==> config.mk <==
export PLATFORM = sky130hd
export DESIGN_NAME = ysyx_23060201_wbu
export DESIGN_NICKNAME = d
export VERILOG_FILES = /design/src/rtl/ysyx_23060201_wbu.sv
export SDC_FILE = /design/constraint.sdc
export NUM_CORES = 1
export LEC_CHECK = 0
export BUFFER_PORTS_ARGS = -buffer_cell sky130_fd_sc_hd__buf_4
export CELL_PAD_IN_SITES_DETAIL_PLACEMENT = 1
export CELL_PAD_IN_SITES_GLOBAL_PLACEMENT = 2
export CORE_ASPECT_RATIO = 1.2
export CORE_MARGIN = 4
export CORE_UTILIZATION = 28
export DETAILED_ROUTE_END_ITERATION = 8
export PLACE_DENSITY_LB_ADDON = 0.1
export SLEW_MARGIN = 10
export SYNTH_ARGS = -nofsm -noshare
export SYNTH_HDL_FRONTEND = slang
export SYNTH_SLANG_ARGS = --single-unit
==> constraint.sdc <==
create_clock -name clk -period 2.1 [get_ports clk]
set_input_delay 0.63 -clock clk [delete_from_list [all_inputs] [get_ports clk]]
set_output_delay 0.63 -clock clk [all_outputs]
set_load 0.005 [all_outputs]
==> src/rtl/ysyx_23060201_wbu.sv <==
// Writeback unit: retires one instruction at a time and issues a single-cycle GPR write plus commit pulse.
// Loads wait in WAIT_MEM for the response (bounded by TIMEOUT); misaligned, illegal and timed-out loads raise wb_err.
module ysyx_23060201_wbu #(
  parameter int GPR_ADDR_WIDTH = 5,
  parameter int DATA_WIDTH     = 32,
  parameter int TIMEOUT        = 255
) (
  input  logic                      clk,
  input  logic                      rst_n,
  input  logic                      in_valid,
  output logic                      in_ready,
  input  logic [DATA_WIDTH-1:0]     in_pc,
  input  logic [GPR_ADDR_WIDTH-1:0] in_rd,
  input  logic                      in_wen,
  input  logic                      in_is_load,
  input  logic [2:0]                in_funct3,
  input  logic [1:0]                in_addr_lo,
  input  logic [DATA_WIDTH-1:0]     in_alu_res,
  input  logic                      mem_rvalid,
  input  logic [DATA_WIDTH-1:0]     mem_rdata,
  output logic                      gpr_wen,
  output logic [GPR_ADDR_WIDTH-1:0] gpr_waddr,
  output logic [DATA_WIDTH-1:0]     gpr_wdata,
  output logic                      commit_valid,
  output logic [DATA_WIDTH-1:0]     commit_pc,
  output logic                      wb_err
);

  typedef enum logic [1:0] {IDLE, WAIT_MEM, COMMIT} state_t;

  localparam logic [7:0] CNT_LAST = 8'(TIMEOUT - 1);

  state_t                    state_q, state_d;
  logic [7:0]                cnt_q, cnt_d;
  logic [DATA_WIDTH-1:0]     pc_q;
  logic [GPR_ADDR_WIDTH-1:0] rd_q;
  logic                      wen_q;
  logic [2:0]                funct3_q;
  logic [1:0]                addr_lo_q;

  logic                      go, tmo, accept;
  logic                      s_load, s_wen;
  logic [DATA_WIDTH-1:0]     s_pc;
  logic [GPR_ADDR_WIDTH-1:0] s_rd;
  logic [2:0]                s_f3;
  logic [1:0]                s_lo;
  logic [7:0]                ld_byte;
  logic [15:0]               ld_half;
  logic [DATA_WIDTH-1:0]     ld_data, wdata_d;
  logic                      bad_f3, misal, err_d;

  assign in_ready = rst_n & (state_q == IDLE);
  assign accept   = (state_q == IDLE) & in_valid;

  always_ff @(posedge clk or negedge rst_n) begin
    if (!rst_n) begin
      state_q <= IDLE;
      cnt_q   <= '0;
    end else begin
      state_q <= state_d;
      cnt_q   <= cnt_d;
    end
  end

  always_comb begin
    state_d = state_q;
    cnt_d   = cnt_q;
    go      = 1'b0;
    tmo     = 1'b0;
    case (state_q)
      IDLE: begin
        cnt_d = '0;
        if (in_valid) begin
          if (!in_is_load || mem_rvalid) go = 1'b1;
          else                           state_d = WAIT_MEM;
        end
      end
      WAIT_MEM: begin
        cnt_d = cnt_q + 8'd1;
        // Response arriving on the last allowed cycle still counts as success.
        if (mem_rvalid) begin
          go = 1'b1;
        end else if (cnt_q == CNT_LAST) begin
          go  = 1'b1;
          tmo = 1'b1;
        end
      end
      COMMIT: begin
        state_d = IDLE;
        cnt_d   = '0;
      end
      default: state_d = IDLE;
    endcase
    if (go) state_d = COMMIT;
  end

  // In IDLE the retiring fields come straight from the inputs; in WAIT_MEM from the latches.
  always_comb begin
    if (state_q == IDLE) begin
      s_load = in_is_load;
      s_pc   = in_pc;
      s_rd   = in_rd;
      s_wen  = in_wen;
      s_f3   = in_funct3;
      s_lo   = in_addr_lo;
    end else begin
      s_load = 1'b1;
      s_pc   = pc_q;
      s_rd   = rd_q;
      s_wen  = wen_q;
      s_f3   = funct3_q;
      s_lo   = addr_lo_q;
    end
  end

  always_comb begin
    ld_byte = mem_rdata[{s_lo, 3'b000} +: 8];
    ld_half = mem_rdata[{s_lo[1], 4'b0000} +: 16];
    bad_f3  = 1'b0;
    misal   = 1'b0;
    ld_data = '0;
    case (s_f3)
      3'b000: ld_data = {{(DATA_WIDTH-8){ld_byte[7]}}, ld_byte};
      3'b001: begin
        ld_data = {{(DATA_WIDTH-16){ld_half[15]}}, ld_half};
        misal   = s_lo[0];
      end
      3'b010: begin
        ld_data = mem_rdata;
        misal   = (s_lo != 2'b00);
      end
      3'b100: ld_data = {{(DATA_WIDTH-8){1'b0}}, ld_byte};
      3'b101: begin
        ld_data = {{(DATA_WIDTH-16){1'b0}}, ld_half};
        misal   = s_lo[0];
      end
      default: bad_f3 = 1'b1;
    endcase
    err_d   = s_load & (bad_f3 | misal | tmo);
    wdata_d = err_d ? '0 : (s_load ? ld_data : in_alu_res);
  end

  always_ff @(posedge clk or negedge rst_n) begin
    if (!rst_n) begin
      pc_q      <= '0;
      rd_q      <= '0;
      wen_q     <= 1'b0;
      funct3_q  <= '0;
      addr_lo_q <= '0;
    end else if (accept) begin
      pc_q      <= in_pc;
      rd_q      <= in_rd;
      wen_q     <= in_wen;
      funct3_q  <= in_funct3;
      addr_lo_q <= in_addr_lo;
    end
  end

  always_ff @(posedge clk or negedge rst_n) begin
    if (!rst_n) begin
      gpr_wen      <= 1'b0;
      gpr_waddr    <= '0;
      gpr_wdata    <= '0;
      commit_valid <= 1'b0;
      commit_pc    <= '0;
      wb_err       <= 1'b0;
    end else begin
      gpr_wen      <= go & s_wen & (s_rd != '0) & ~err_d;
      gpr_waddr    <= go ? s_rd : '0;
      gpr_wdata    <= go ? wdata_d : '0;
      commit_valid <= go;
      commit_pc    <= go ? s_pc : '0;
      wb_err       <= go & err_d;
    end
  end

endmodule

==> impl_results.md <==
- Crit-path max FO: 6
- CTS Hold Bufs: 0
- HP Class: primary input to asynchronous set/reset pin
- Top post-synthesis cells by count: dfrtp_1, nand2_1, a21oi_1
- Post-DP HPWL: 14.30 mm
- Gate Count Post-Synth: 544
- Crit path launch: state_q[1]$_DFFE_PN0P_
- CP Launch Type: flop
- Final hold viol count: 0
- Arrival @ worst endpoint: 1.61 ns
- Finished Layout Cells: 1038
- Most numerous cell in the Yosys netlist: dfrtp_1
- Worst r2r path cells: 8
- Commonest register cell after synthesis: dfrtp_1
- Max_cap viols: 0
- Peak VDD IR: 0.0005527 V
- Hold WS: 0.2636 ns
- Setup Crit Path Kind: flop to output port
- Final WL: 20.43 mm
- GRT overflow: 0
- Cell Area, Synth: 0.005624 mm^2
- Synth unique cells: 45
- Initial Util: 0.2867
- Initial antenna violation count: 0
- Vias in the first global route: 5803
- Setup-failing EPs final: 28
- Pins Over Slew Limit: 0
- Final worst slack: -0.1426 ns
- P&R area growth vs syn: 51.10%
- Area share of the largest cell type after synthesis: 0.5562
- Utilization after layout: 0.4332
- DP Cell Count: 997
- Initial DRT Pass Iterations: 4
- Post-route cell area: 0.008498 mm^2
- RSZ-0062 raised after global routing: true
- Fmax: 445.9 MHz
- Final net count: 878
- Pre-CTS WS: -0.7015 ns
- CTS Sinks: 125
- Drt first-iter violations: 247
- I/O pin total: 185
- Area contributors post-synth: dfrtp_1, mux2_2, nand2_1
- Flops & latches, synth: 125
- # fillers: 2222
- Fin crit period: 2.243 ns
- Critical Path End Type: output port
- Status: finished with violations
- Vias per cell: 4.995
- Async set-reset flop share out of synthesis: 1.000
- GRT Resource Usage Total: 0.1858
- Clock slew at reported path FFs: 0.06 ns
- Leakage power: 3.979 nW
- Share of cells above drive strength 1: 0.4453
- CTS tree: done
- Die area: 0.02243 mm^2
- Register area share after synthesis: 0.5562
- CTS Buffer Depth: 2
- Synth Warn #: 0
- Gp weighted congestion: 0.8280
- IO buf count: 184
- Placed cell areas: 0.007606 mm^2
- Chip height: 163.3 um
- Worst skew pair latency: 0.42 ns
- Clk root buf: clkbuf_16
- Via count: 5185
- Die X: 137.4 um
- Clock Skew: 0.01038 ns
- Post-synth EDFFs: 0
- Residual DRC: 0
- Largest net degree at the start of global routing: 126
- Post-synth top area cell: dfrtp_1
- First-pass GRT wire length: 31.95 mm
- Core area: 0.01962 mm^2
- Failing checks: negative setup slack
- Antenna fix cells: 0
- Worst flop-to-flop path startpoint: state_q[0]$_DFFE_PN0P_
- Syn Nets: 658
- Routed Antenna Nets: 0
- Period utilization: 1.068
- CTS Buf Count: 17
- Drt wl/cell: 19.68 um
- Num rows: 56
- Rel. slew slack: 0.4841
- Mean Syn Cell Area: 10.34 um^2
- Worst-margin pin slew: 0.7738 ns
- CP Data Required Time: 1.47 ns
- # H-tree levels: 4
- Pwr Density: 1044 mW/mm^2
report_power, final:
part	switching (mW)	internal [mW]
registers	0.216	2.83
logic	1.32	1.31
clock network	1.19	2.01
total	2.73	6.15
through the flow:
stage,setup TNS (ns),power (mW)
6_report,-2.043,8.873
2_1_floorplan,-1.725,4.277
5_1_grt,-5.349,9.396
3_5_place_dp,-14.08,5.518
3_3_place_gp,-12.62,5.422
4_1_cts,-2.123,8.947
placed cells by master, fill, tap and decap left out, types with 5 or more instances in the layout:
cell type  Yosys  final
a222oi_1      13     13
buf_6          3      9
nor3_1        19     17
and2_1         9      6
clkbuf_16      0     17
buf_4          0    221
a21oi_1       59     56
a211oi_1      13     12
nand2_1      103    102
nor2_1        35     32
mux2_2        44     44
buf_12         0      7
nor4_2         0      6
xnor2_1        5      5
nor4_1        19     13
dfrtp_1      125    125
nand3_1        5      5
path summary, 6_finish.rpt:
path | endpoint | slack [ns]
hold reg to reg | pc_q[28]$_DFFE_PN0P_ | 0.51
min in group clk | pc_q[9]$_DFFE_PN0P_ | 0.45
max in group asynchronous | gpr_wdata[20]$_DFF_PN0_ | 1.19
setup reg to reg | gpr_wdata[19]$_DFF_PN0_ | -0.10
hold / removal | funct3_q[1]$_DFFE_PN0P_ | 0.26
setup / recovery | in_ready | -0.14
cell type report:
cell class,count,area [um^2],area share
Sequential cell,125,3128,0.3681
Multi-Input combinational cell,378,2479,0.2917
Timing Repair Buffer,238,1916,0.2254
Clock buffer,18,429.2,0.05050
Tap cell,261,326.6,0.03843
Clock inverter,14,205.2,0.02415
Inverter,4,15.01,0.001767
cell families (layout without fill, tap and decap cells):
logic type      Yosys count  in the layout  share of synthesized area
mux                      48             48                    0.09744
fa+ha+maj                 2              2                   0.004449
xor+xnor                  5              5                   0.007786
compound gates          113            113                     0.1306
simple gates            210            210                     0.1720
flops                   125            125                     0.5562
buf+inv                  41            274                    0.03159
critical path, cell delays in order, from the launching register on:
cell and delay, ns:
dfrtp_1 0.41, buf_6 0.15, nor2_4 0.17, buf_6 0.14
buf_6 0.09, and2_4 0.15, buf_6 0.09
what timing repair did:
action	CTS	global route
gates resized for setup	29	12
pin swaps	9	5
hold endpoints to repair	0	0
setup endpoints to repair	33	34
setup buffers	9	0
routing by layer:
layer / up-vias / routed length, um / track usage / share of wire
met4: 0 / 488 / 0.06897 / 0.024
li1: 2372 / - / - / -
met5: - / 0 / 0 / 0
met3: 28 / 1228 / 0.04898 / 0.060
met2: 150 / 10470 / 0.3224 / 0.51
met1: 2635 / 8244 / 0.2190 / 0.40
registers in the layout (all words and copies together), names as in the netlist:
signal	flops
addr_lo_q	2
cnt_q	8
commit_valid	1
gpr_waddr	5
commit_pc	32
gpr_wdata	32
funct3_q	3
pc_q	32
gpr_wen	1
wb_err	1
state_q	2
rd_q	5
wen_q	1
(Power assumes the default switching activity.)
